===== src/rtl/i2c_apb_pkg.sv =====
// Shared definitions for the APB front-end of the I2C core: register
// offsets, sequencer states, interrupt bit positions and core mode codes.
package i2c_apb_pkg;

  // Register byte offsets
  localparam logic [7:0] REG_CTRL   = 8'h00;
  localparam logic [7:0] REG_ADDR   = 8'h04;
  localparam logic [7:0] REG_CNT    = 8'h08;
  localparam logic [7:0] REG_TXDATA = 8'h0C;
  localparam logic [7:0] REG_RXDATA = 8'h10;
  localparam logic [7:0] REG_STAT   = 8'h14;
  localparam logic [7:0] REG_CMD    = 8'h18;
  localparam logic [7:0] REG_IRQ    = 8'h1C;
  localparam logic [7:0] REG_IRQ_EN = 8'h20;

  // Transfer sequencer states
  typedef enum logic [1:0] {
    IDLE = 2'd0,
    RUN  = 2'd1,
    DONE = 2'd2
  } state_t;

  // Interrupt flag bit positions
  localparam int IRQ_DONE      = 0;
  localparam int IRQ_TX_OVF    = 1;
  localparam int IRQ_RX_OVF    = 2;
  localparam int IRQ_TX_UDR    = 3;
  localparam int IRQ_START_ERR = 4;
  localparam int IRQ_W         = 5;

  // Core status bit carrying the per-byte completion handshake
  localparam int STAT_I2C_DONE = 3;

  // CTRL[13:12] mode codes
  localparam logic [1:0] MODE_OFF    = 2'b00;
  localparam logic [1:0] MODE_SLAVE  = 2'b01;
  localparam logic [1:0] MODE_MASTER = 2'b10;

endpackage


===== src/rtl/sync_fifo.sv =====
// Show-ahead synchronous FIFO. dout always presents the head entry.
// A push into a full FIFO is accepted when a pop happens in the same cycle.
module sync_fifo #(
  parameter int WIDTH = 8,
  parameter int DEPTH = 4
) (
  input  logic             clk,
  input  logic             rst,
  input  logic             push,
  input  logic             pop,
  input  logic [WIDTH-1:0] din,
  output logic [WIDTH-1:0] dout,
  output logic             full,
  output logic             empty
);

  localparam int AW = $clog2(DEPTH);

  logic [WIDTH-1:0] mem [DEPTH];
  logic [AW-1:0]    wr_ptr;
  logic [AW-1:0]    rd_ptr;
  logic [AW:0]      count;
  logic             do_push;
  logic             do_pop;

  assign empty   = (count == '0);
  assign full    = (count == (AW+1)'(DEPTH));
  assign do_pop  = pop & ~empty;
  assign do_push = push & (~full | do_pop);
  assign dout    = mem[rd_ptr];

  // Pointer and occupancy bookkeeping
  always_ff @(posedge clk) begin
    // NOTE: sequential state uses non-blocking assignments so every flop samples pre-edge values.
    if (!rst) begin
      wr_ptr <= '0;
      rd_ptr <= '0;
      count  <= '0;
    end else begin
      if (do_push) wr_ptr <= wr_ptr + 1'b1;
      if (do_pop)  rd_ptr <= rd_ptr + 1'b1;
      case ({do_push, do_pop})
        2'b10:   count <= count + 1'b1;
        2'b01:   count <= count - 1'b1;
        default: count <= count;
      endcase
    end
  end

  // Storage array write port
  always_ff @(posedge clk) begin
    // NOTE: the storage array is deliberately not reset; empty/full come from the reset pointers.
    if (do_push) mem[wr_ptr] <= din;
  end

endmodule


===== src/rtl/apb_i2c_regs.sv =====
// APB3 register front-end for the I2C core: configuration registers,
// TX/RX byte FIFOs, interrupt flags and a per-transfer byte sequencer
// that uses the core's i2c_done status bit as the byte handshake.
module apb_i2c_regs
  import i2c_apb_pkg::*;
#(
  parameter int FIFO_DEPTH = 4,
  parameter int APB_AW     = 8
) (
  input  logic              clk,
  input  logic              rst,
  input  logic              psel,
  input  logic              penable,
  input  logic              pwrite,
  input  logic [APB_AW-1:0] paddr,
  input  logic [31:0]       pwdata,
  output logic [31:0]       prdata,
  output logic              pready,
  output logic              pslverr,
  output logic              i_ready,
  output logic [15:0]       tx_ctrl,
  output logic [7:0]        tx_apb_addr,
  output logic [7:0]        tx_apb_data_cnt,
  output logic [7:0]        data_out_apb,
  input  logic [7:0]        data_in_apb,
  input  logic [7:0]        status,
  output logic              irq
);

  logic access, wr_en, rd_en, busy;
  logic sel_ctrl, sel_addr, sel_cnt, sel_txdata, sel_rxdata;
  logic sel_stat, sel_cmd, sel_irq, sel_irq_en, mapped;

  logic [15:0]      ctrl_q;
  logic [7:0]       addr_q, cnt_q, byte_cnt_q;
  logic [IRQ_W-1:0] irq_q, irq_en_q, irq_set, irq_clr;
  logic             status_done_q, done_pulse;
  state_t           state_q, state_d;

  logic       tx_push, tx_pop, tx_full, tx_empty;
  logic       rx_push, rx_pop, rx_full, rx_empty;
  logic [7:0] tx_dout, rx_dout;
  logic       cmd_start, cmd_abort, rw;
  logic       load_dout, clr_cnt, inc_cnt;
  logic       set_done, set_start_err, set_tx_udr;
  logic [8:0] cnt_next;
  logic       unused_pwdata;

  assign access  = psel & penable;
  assign wr_en   = access & pwrite;
  assign rd_en   = access & ~pwrite;
  assign busy    = (state_q != IDLE);
  assign pready  = access;
  assign rw      = addr_q[0];

  assign cmd_start  = wr_en & sel_cmd & pwdata[0];
  assign cmd_abort  = wr_en & sel_cmd & pwdata[1];
  assign tx_push    = wr_en & sel_txdata;
  assign rx_pop     = rd_en & sel_rxdata & ~rx_empty;
  assign done_pulse = status[STAT_I2C_DONE] & ~status_done_q;
  assign cnt_next   = {1'b0, byte_cnt_q} + 9'd1;
  assign i_ready    = (state_q == RUN);
  assign irq        = |(irq_q & irq_en_q);

  assign unused_pwdata = ^pwdata[31:16];

  // Register address decode; misaligned or unknown offsets are unmapped
  always_comb begin
    // NOTE: every always_comb output gets a default first so no path infers a latch.
    {sel_ctrl, sel_addr, sel_cnt, sel_txdata, sel_rxdata} = '0;
    {sel_stat, sel_cmd, sel_irq, sel_irq_en}              = '0;
    mapped = 1'b1;
    case (paddr)
      APB_AW'(REG_CTRL):   sel_ctrl   = 1'b1;
      APB_AW'(REG_ADDR):   sel_addr   = 1'b1;
      APB_AW'(REG_CNT):    sel_cnt    = 1'b1;
      APB_AW'(REG_TXDATA): sel_txdata = 1'b1;
      APB_AW'(REG_RXDATA): sel_rxdata = 1'b1;
      APB_AW'(REG_STAT):   sel_stat   = 1'b1;
      APB_AW'(REG_CMD):    sel_cmd    = 1'b1;
      APB_AW'(REG_IRQ):    sel_irq    = 1'b1;
      APB_AW'(REG_IRQ_EN): sel_irq_en = 1'b1;
      default:             mapped     = 1'b0;
    endcase
  end

  // Error response: unmapped, empty RX read, config write while busy
  always_comb begin
    pslverr = 1'b0;
    if (access) begin
      pslverr = ~mapped
              | (rd_en & sel_rxdata & rx_empty)
              | (wr_en & busy & (sel_ctrl | sel_addr | sel_cnt));
    end
  end

  // Read data mux, zero outside a read access phase
  always_comb begin
    prdata = '0;
    if (rd_en) begin
      if (sel_ctrl)   prdata = {16'h0, ctrl_q};
      if (sel_addr)   prdata = {24'h0, addr_q};
      if (sel_cnt)    prdata = {24'h0, cnt_q};
      if (sel_rxdata) prdata = rx_empty ? 32'h0 : {24'h0, rx_dout};
      if (sel_stat)   prdata = {16'h0, tx_full, tx_empty, rx_full, rx_empty,
                                busy, 3'b000, status};
      if (sel_irq)    prdata = {27'h0, irq_q};
      if (sel_irq_en) prdata = {27'h0, irq_en_q};
    end
  end

  // Transfer sequencer: next state and per-cycle FIFO/counter actions
  always_comb begin
    state_d       = state_q;
    tx_pop        = 1'b0;
    rx_push       = 1'b0;
    load_dout     = 1'b0;
    clr_cnt       = 1'b0;
    inc_cnt       = 1'b0;
    set_done      = 1'b0;
    set_start_err = 1'b0;
    set_tx_udr    = 1'b0;
    case (state_q)
      IDLE: begin
        if (cmd_start) begin
          if (ctrl_q[13:12] == MODE_OFF || (!rw && tx_empty)) begin
            set_start_err = 1'b1;
          end else begin
            clr_cnt = 1'b1;
            state_d = RUN;
            if (!rw) begin
              tx_pop    = 1'b1;
              load_dout = 1'b1;
            end
          end
        end
      end
      RUN: begin
        if (cmd_abort) begin
          state_d = IDLE;
        end else if (done_pulse) begin
          inc_cnt = 1'b1;
          if (rw) begin
            rx_push = 1'b1;
          end else if (cnt_next < {1'b0, cnt_q}) begin
            if (!tx_empty) begin
              tx_pop    = 1'b1;
              load_dout = 1'b1;
            end else begin
              set_tx_udr = 1'b1;
            end
          end
          if (cnt_next >= {1'b0, cnt_q}) state_d = DONE;
        end
      end
      DONE: begin
        set_done = 1'b1;
        state_d  = IDLE;
      end
      default: state_d = IDLE;
    endcase
  end

  // Interrupt flag set/clear vectors; a set in the same cycle beats W1C
  always_comb begin
    irq_set                = '0;
    irq_set[IRQ_DONE]      = set_done;
    irq_set[IRQ_TX_OVF]    = tx_push & tx_full & ~tx_pop;
    irq_set[IRQ_RX_OVF]    = rx_push & rx_full & ~rx_pop;
    irq_set[IRQ_TX_UDR]    = set_tx_udr;
    irq_set[IRQ_START_ERR] = set_start_err;
    irq_clr                = (wr_en && sel_irq) ? pwdata[IRQ_W-1:0] : '0;
  end

  // Configuration registers, flags and their core-facing copies
  always_ff @(posedge clk) begin
    if (!rst) begin
      ctrl_q          <= '0;
      addr_q          <= '0;
      cnt_q           <= '0;
      irq_q           <= '0;
      irq_en_q        <= '0;
      tx_ctrl         <= '0;
      tx_apb_addr     <= '0;
      tx_apb_data_cnt <= '0;
      status_done_q   <= 1'b0;
    end else begin
      if (wr_en && !busy && sel_ctrl) ctrl_q <= pwdata[15:0];
      if (wr_en && !busy && sel_addr) addr_q <= pwdata[7:0];
      if (wr_en && !busy && sel_cnt)  cnt_q  <= pwdata[7:0];
      if (wr_en && sel_irq_en)        irq_en_q <= pwdata[IRQ_W-1:0];
      irq_q           <= (irq_q & ~irq_clr) | irq_set;
      tx_ctrl         <= ctrl_q;
      tx_apb_addr     <= addr_q;
      tx_apb_data_cnt <= cnt_q;
      status_done_q   <= status[STAT_I2C_DONE];
    end
  end

  // Sequencer state, byte counter and transmit byte register
  always_ff @(posedge clk) begin
    if (!rst) begin
      state_q      <= IDLE;
      byte_cnt_q   <= '0;
      data_out_apb <= '0;
    end else begin
      state_q <= state_d;
      if (clr_cnt)        byte_cnt_q <= '0;
      else if (inc_cnt)   byte_cnt_q <= byte_cnt_q + 8'd1;
      if (load_dout)      data_out_apb <= tx_dout;
    end
  end

  sync_fifo #(.WIDTH(8), .DEPTH(FIFO_DEPTH)) u_tx_fifo (
    .clk   (clk),
    .rst   (rst),
    .push  (tx_push),
    .pop   (tx_pop),
    .din   (pwdata[7:0]),
    .dout  (tx_dout),
    .full  (tx_full),
    .empty (tx_empty)
  );

  sync_fifo #(.WIDTH(8), .DEPTH(FIFO_DEPTH)) u_rx_fifo (
    .clk   (clk),
    .rst   (rst),
    .push  (rx_push),
    .pop   (rx_pop),
    .din   (data_in_apb),
    .dout  (rx_dout),
    .full  (rx_full),
    .empty (rx_empty)
  );

endmodule


===== config.mk =====
export PLATFORM = sky130hd
export DESIGN_NAME = apb_i2c_regs
export DESIGN_NICKNAME = d
export VERILOG_FILES = /design/src/rtl/i2c_apb_pkg.sv /design/src/rtl/sync_fifo.sv /design/src/rtl/apb_i2c_regs.sv
export SDC_FILE = /design/constraint.sdc
export NUM_CORES = 1
export LEC_CHECK = 0
export CORE_ASPECT_RATIO = 0.6
export CORE_MARGIN = 2
export CORE_UTILIZATION = 30
export CTS_CLUSTER_SIZE = 16
export DETAILED_ROUTE_END_ITERATION = 6
export DONT_BUFFER_PORTS = 1
export PLACE_DENSITY = 0.53
export SYNTH_ARGS = -nofsm -noshare
export SYNTH_HDL_FRONTEND = slang
export SYNTH_SLANG_ARGS = --single-unit

===== constraint.sdc =====
create_clock -name clk -period 5.1 [get_ports clk]
set_input_delay 1.02 -clock clk [delete_from_list [all_inputs] [get_ports clk]]
set_output_delay 1.02 -clock clk [all_outputs]
set_load 0.01 [all_outputs]

== After elaboration in Yosys (flattened, before gate mapping) ==
Memories as Yosys holds them, arrays and structs flattened. A register that Yosys moved wholly into a read port is not among the register bits.
Cells that the tools add are included.

* Add/subtract/negate cells: 10
* Magnitude comparators: 2
* Equality and inequality tests: 20
* Muxes and demuxes: 64
* Bitwise operators: 41
* Reductions and logical operators: 23

{| class="wikitable"
|+ Operator list
! operator !! number
|-
| $mux 32 || 7
|-
| $mux 1 || 43
|-
| $eq 8x5->1 const B || 4
|-
| $and 1x1->1 || 21
|-
| $eq 8x4->1 const B || 2
|-
| $mux 16 || 1
|-
| $mux 2 || 7
|-
| $pmux 3 s2 || 2
|-
| $and 5x5->5 || 2
|-
| $not 1->1 || 10
|-
| $add 8x1->9 const B || 1
|-
| $ge 9x8->1 || 1
|-
| $lt 9x8->1 || 1
|-
| $reduce_or 9->1 || 1
|-
| $add 2x1->2 const B || 4
|-
| $add 8x1->8 const B || 1
|-
| $eq 8x3->1 const B || 1
|-
| $eq 8x6->1 const B || 1
|-
| $logic_not 8->1 || 1
|-
| $mux 8 || 1
|-
| $logic_and 1x1->1 || 7
|-
| $add 3x1->3 const B || 2
|-
| $eq 2x1->1 const B || 3
|-
| $eq 2x2->1 const B || 3
|-
| other kinds (18) || 33
|}

* Flip-flop bits (word level): 99
* RAM bits: 64
* Bits of input ports: 61
* Output and inout port bits: 76
* Word-level logic and storage cells: 179
* Memories: 2

{| class="wikitable"
|+ Memories
! memory !! words !! bits a word !! read ports !! clocked after memory_dff !! wr ports !! line !! source
|-
| u_rx_fifo.mem || 4 || 8 || 1 || 1 || 1 || sync_fifo.sv:19 || <nowiki>logic [WIDTH-1:0] mem [DEPTH];</nowiki>
|-
| u_tx_fifo.mem || 4 || 8 || 1 || 1 || 1 || sync_fifo.sv:19 ||
|}

== Depth between registers and ports, before layout ==
* Depth in word-level cells: 12
* Depth in mapped cells: 17
* Depth with buffers taken out: 17

== Cells and area by module ==
A second synthesis with hierarchy kept.

* Cells, all modules: 732
* Area, all modules: 7,875.1 um^2

{| class="wikitable"
|+ By module, submodules not included
! module !! times used !! cells each !! area an instance (um^2) !! seq. area each (um^2)
|-
| apb_i2c_regs || 1 || 528 || 4,476.8 || 1,861.8
|-
| sync_fifo || 2 || 102 || 1,699.1 || 1,141.1
|}

== Worst setup path before layout ==
Ideal clock, no wire load.

* Kind: input to register
* Start: in paddr[3]
* End: reg u_tx_fifo.count[2]
* Library setup time: 0.070 ns
* Arrival: 3.408 ns
* Data required time: 5.030 ns
* Setup slack: 1.621 ns
* Stages on the path: 13
* Buffers on the path: 1
* Cells stage by stage: buf_2 > nor4b_2 > a41oi_1 > and3_4 > a31oi_4 > a21boi_2 > inv_1 > ha_1 > inv_1 > fa_1 > xor2_1 > or3_1 > a21oi_1

* Cells in the longest elaborated chain, start to end: 11
* Elaborated cells on any way between the ends: 18
* Those cells by class: 4 x eq/ne; 6 x mux; 7 x bitwise; 1 x reduce/logical

{| class="wikitable"
|+ Ends and longest elaborated chain
! element !! line !! source
|-
| start: declaration || apb_i2c_regs.sv:15 || <nowiki>input logic [APB_AW-1:0] paddr,</nowiki>
|-
| $eq 8x5->1 || apb_i2c_regs.sv:73 || <nowiki>case (paddr)</nowiki>
|-
| $mux 1 || apb_i2c_regs.sv:73 ||
|-
| $and 1x1->1 || apb_i2c_regs.sv:56, apb_i2c_regs.sv:57 ||
|-
| $and 1x1->1, on equally long branches || apb_i2c_regs.sv:57, apb_i2c_regs.sv:56 ||
|-
| $mux 1, on equally long branches || apb_i2c_regs.sv:139, apb_i2c_regs.sv:125 ||
|-
| $pmux 1 s2 || apb_i2c_regs.sv:123 || <nowiki>case (state_q)</nowiki>
|-
| $and 1x1->1 || sync_fifo.sv:28 || <nowiki>assign do_pop = pop & ~empty;</nowiki>
|-
| $or 1x1->1 || sync_fifo.sv:29 || <nowiki>assign do_push = push & (~full | do_pop);</nowiki>
|-
| $and 1x1->1 || sync_fifo.sv:29 ||
|-
| $eq 2x1->1 or $eq 2x2->1 (tied branches) || sync_fifo.sv:42 || <nowiki>case ({do_push, do_pop})</nowiki>
|-
| $pmux 3 s2 or $reduce_bool 2->1 (tied branches) || - ||
|-
| end signal: assignment || sync_fifo.sv:43 || <nowiki>2'b10: count <= count + 1'b1;</nowiki>
|-
| end signal: assignment || sync_fifo.sv:44 || <nowiki>2'b01: count <= count - 1'b1;</nowiki>
|-
| end signal: assignment || sync_fifo.sv:45 || <nowiki>default: count <= count;</nowiki>
|-
| end: declaration || sync_fifo.sv:22 || <nowiki>logic [AW:0] count;</nowiki>
|}

Several ways; a longest one is shown, not always the timed one.
A chain may end at the register's enable or synchronous reset.

== Worst setup path in the final report ==
* Start: in paddr[1]
* End: out prdata[14]

* Cells in the longest elaborated chain, start to end: 10
* Elaborated cells on any way between the ends: 22
* Those cells by class: 6 x eq/ne; 15 x mux; 1 x reduce/logical

{| class="wikitable"
|+ Ends and longest elaborated chain
! element !! line !! source
|-
| $logic_not 8->1 || apb_i2c_regs.sv:73 ||
|-
| $mux 1 || apb_i2c_regs.sv:73 ||
|-
| $mux 16 || apb_i2c_regs.sv:101 || <nowiki>if (sel_ctrl) prdata = {16'h0, ctrl_q};</nowiki>
|-
| $mux 32 || apb_i2c_regs.sv:102 || <nowiki>if (sel_addr) prdata = {24'h0, addr_q};</nowiki>
|-
| $mux 32 || apb_i2c_regs.sv:103 || <nowiki>if (sel_cnt) prdata = {24'h0, cnt_q};</nowiki>
|-
| $mux 32 || apb_i2c_regs.sv:104 || <nowiki>if (sel_rxdata) prdata = rx_empty ? 32'h0 : {24'h0, rx_dout};</nowiki>
|-
| $mux 32 || apb_i2c_regs.sv:105 || <nowiki>if (sel_stat) prdata = {16'h0, tx_full, tx_empty, rx_full, rx_empty,</nowiki>
|-
| $mux 32 || apb_i2c_regs.sv:107 || <nowiki>if (sel_irq) prdata = {27'h0, irq_q};</nowiki>
|-
| $mux 32 (*) || apb_i2c_regs.sv:108 || <nowiki>if (sel_irq_en) prdata = {27'h0, irq_en_q};</nowiki>
|-
| $mux 32 (*) || apb_i2c_regs.sv:100 || <nowiki>if (rd_en) begin</nowiki>
|-
| end: declaration || apb_i2c_regs.sv:17 || <nowiki>output logic [31:0] prdata,</nowiki>
|}

Mark *: on every way between the ends. The rest lies on a longest branch, timed or not.

==> results.txt <==
- Top FF cell, synth: sky130_fd_sc_hd__dfxtp_1
- Synthesized cell area: between 7000 and 8000 um2
- The critical path goes through nor4_1, nand3_1, nand3_1, a21oi_1.
- Number of cells upsized or downsized after cts: 0
* Pin count of the biggest net entering global routing: 72
- Share of total power consumed by net switching: 22.0%
- In the final timing run, aggregate negative setup slack is 0 ns.
* Switching power: around 640 uW
* Placement-stage worst setup slack: 1.05 ns
- After clock tree synthesis, the clock-pin slew on the worst setup and hold paths is 0.07 ns.
* Yosys top cell area share: 29.2%
* CP top delay family: simple AND/OR/NAND/NOR gates
- Post-Synth Adder-Cell Area: 3.71%
* Area grow syn2layout: 11.9%
* Pwr/cell area: 349 nW/um2
* Ports placed on the boundary: around 140
- Once the clock tree was built, the setup fixing pass inserted 0 buffers.
- After synthesis, the largest family of logic cells by area is simple AND/OR/NAND/NOR gates.
- In this run, the combinational gates consume 1.4% of the power.
- sky130_fd_sc_hd__dfxtp_1 takes more of the synthesized area than any other cell.
* Final Worst Setup Slack: 1.13 ns
- Required time reported for the critical path endpoint: just over 4 ns
* Layout filler cell count: about 2500
- Clock root buffer master: sky130_fd_sc_hd__clkbuf_16
- Type of the worst setup path: in2out
- Post-route cell area: 8370 um2
* Count of nets left with antenna violations after detail routing: 0
- Number of antenna violations at the first check in global routing: 0
* Hold_buf cts: 0
- At the end of routability-driven placement, the weighted congestion stood at 0.830.
- Peak clock frequency supported by timing: 0.252 GHz
- Synth Register Bits: 173
- In this run, distinct cell masters in the synthesized netlist total 56.
- After synthesis, the cell types taking the most area are sky130_fd_sc_hd__dfxtp_1 29%, sky130_fd_sc_hd__edfxtp_1 26%, sky130_fd_sc_hd__mux2i_1 5.1%.
* Grt total ovfl: 0
- Routed wire per std cell: between 15 and 20 um
- In the layout the commonest cells are 109 x sky130_fd_sc_hd__dfxtp_1, 93 x sky130_fd_sc_hd__nor2_1, 74 x sky130_fd_sc_hd__nand2_1.
- Overall routing resource usage: 15.1%
- The synthesized netlist devotes about 17% of its cell area to simple gates.
* Number of vias per cell: just under 5
- The internal portion of the total power is around 2300 uW.
- Of all nets on the critical path, the largest fanout is 11.
* Initial standard-cell utilization of the core: 30.7%
* # clock sinks: 173
- Between clock sinks in the finished design, the worst skew comes to 0.0126 ns.
* Initial DRC count: 437
* Count of synthesis-stage warnings from yosys: 0
- The worst setup path is launched from a primary input.
- In this run the number of H-tree levels came out at 4.
- For this run, asynchronously set or reset flops after synthesis account for 0%.
* Count of nets after finishing: 769
- Share of layout cells above drive strength 1: 9.00%
* Fin crit period: 3.97 ns
- Critical path endpoint category: output port
* Worst Max-Slew Pin Slew: 0.897 ns
- After layout, the worst path uses 77.9% of the clock period.
* Slowest stage cell on the critical path: sky130_fd_sc_hd__nor4_1
- In this design, the stage delay of the slowest critical-path cell is 0.76 ns.
- Total power draw: 2920 uW
- Complex-gate fraction of the synthesized area: 7.85%
* Post-detailed-placement cell area: around 7700 um2
- Total wire length after detailed routing: ~20000 um
- Counting both buffers and inverters, the worst setup path holds a total of 0.
- Worst vdd ir: 0.300 mV
- The floorplan has 44 rows.
* Total DRC errors in the routed layout: 0
- Number of flops mapped to enable cells by yosys: 64
- Clock tree from TritonCTS: done
- The clock network burns 49.7% of the power.
* Floorplan core area: 24300 um2
- After Yosys synthesis, XOR and XNOR cells account for 2.46% of the synthesized area.
- Via count: 4943
- In this run the horizontal extent of the chip is 208 um.
- Register share of total power: just under 50%
- Hold violation total from the final report: 0
- Run status: finished, final reports clean
- Max capacitance violation total: 0
- Path class of the lowest-slack min-delay path: reg2reg
* Count of input and output buffers: 0
* Number of search-and-repair iterations in the first detailed-routing pass: 5
- Arrival time of the worst setup path: 2.95 ns
* Maximum buffer depth of the clock tree: 2
- The first global-routing pass estimated 29200 um of wire.
- Number of max-slew violations in the final report: 0
* Worst slew margin relative to its limit: 39.6%
- Among the stages of the critical path, the cell type that occurs most often is sky130_fd_sc_hd__nand3_1.
- CTS buffer count: 17
- After synthesis, flip-flops and latches occupy 54.9% of the total area.
- The die covers 26200 um2.
- Setup violations remaining at the end of the flow were counted as 0.
* Setup repair after global routing missed its margin: false
- Share of synthesized area spent on multiplexers: under 10%
- The library cell used most frequently in the layout, excluding fill and tap cells, is sky130_fd_sc_hd__dfxtp_1.
* Vias in the first global route: 4596
* Clock network latency to the later pin of the worst-skew pair: 0.44 ns
- Antenna diode count: 0
- Height of the chip: approximately 130 um
- Number of instances in the synthesized netlist: 694
- Static power due to leakage: 0.00294 uW
- A synthesized cell averages 10.8 um2.
* Hpwl dp: 14200 um
metrics by stage:
| step | hold slack [ns] | cells | utilization, % |
|---|---|---|---|
| floorplan | 0.440 | 709 | - |
| global placement | 0.455 | 990 | 31.7 |
| detailed placement | 0.457 | 990 | 31.7 |
| CTS | 0.467 | 1022 | 34.4 |
| global route | 0.503 | 1022 | 34.4 |
| finish | 0.465 | 1022 | 34.4 |
flip-flops by register name (all words and copies together), names as in the netlist, 5 cells and up, named ones only:
name / cells
data_out_apb: 8
addr_q: 8
u_tx_fifo.mem: 32
byte_cnt_q: 8
ctrl_q: 16
tx_ctrl: 16
irq_q: 5
tx_apb_data_cnt: 8
irq_en_q: 5
tx_apb_addr: 8
cnt_q: 8
u_rx_fifo.mem: 32
layout make-up:
type / instances / area, um2 / area share [%]
multi-input cells: 465 / 3080 / 36.9
repair buffers: 5 / 37.5 / 0.448
clock inverters: 15 / 221 / 2.65
clock buffers: 17 / 425 / 5.08
flip-flops and latches: 173 / 4100 / 49.0
inverters: 25 / 93.8 / 1.12
well taps: 322 / 403 / 4.81
path summary, 6_finish.rpt:
| kind | startpoint | end | slack, ns | cells after the start |
|---|---|---|---|---|
| setup / recovery | paddr[1] | prdata[14] | 1.13 | 4 |
| hold / removal | ctrl_q[8]$_SDFFE_PN0P_ | ctrl_q[8]$_SDFFE_PN0P_ | 0.47 | 2 |
| setup reg to reg | byte_cnt_q[2]$_SDFFE_PP0P_ | u_tx_fifo.count[2]$_SDFFE_PN0P_ | 1.15 | 18 |
| hold reg to reg | ctrl_q[8]$_SDFFE_PN0P_ | ctrl_q[8]$_SDFFE_PN0P_ | 0.47 | 2 |
logic make-up after synthesis:
| kind of cell | Yosys count |
|---|---|
| buffers and inverters | 71 |
| XOR/XNOR | 21 |
| adder cells (fa/ha/maj) | 21 |
| flip-flops | 173 |
| multiplexers | 54 |
| AO/OA/AOI/OAI | 94 |
| AND/OR/NAND/NOR | 259 |
| other | 1 |
tightest hold or removal path, delay by kind of cell, from the launching register on:
family | cells | cell delay (ns)
DFF | 1 | 0.32
and+or+nand+nor | 1 | 0.05
AOI/OAI and AO/OA | 1 | 0.05
metal layers:
layer	routed length (um)	up-vias	track usage, %
met3	1840	11	5.74
met5	0	-	0
met2	7680	183	19.7
li1	-	2374	-
met1	9950	2375	22.8
met4	183	0	4.63
synth_stat cells, drive strengths merged, types with 2 or more instances:
cell	instances
nand2b	2
fa	2
mux4	16
inv	25
nor4b	2
o22ai	6
a21oi	48
dfxtp	109
o21ai	10
nor2b	5
ha	19
xnor2	7
buf	25
and3	11
clkbuf	21
a221oi	3
nand2	75
nor4	2
nor2	94
edfxtp	64
o22a	2
nand3	15
xor2	14
and2	38
mux2i	38
a22oi	10
nand4	3
nor3	4
a31oi	3
a32oi	3
or3	4
power groups by stage:
stage / registers [uW] / logic [uW] / clock network [uW]
after floorplan: 1460 / 45.4 / 0
after global placement: 1460 / 39.9 / 0
after detailed placement: 1460 / 40.0 / 0
after CTS: 1430 / 40.1 / 1480
after global routing: 1430 / 43.8 / 1530
final: 1430 / 40.0 / 1450
No activity file was read; power rests on OpenSTA's default activity.
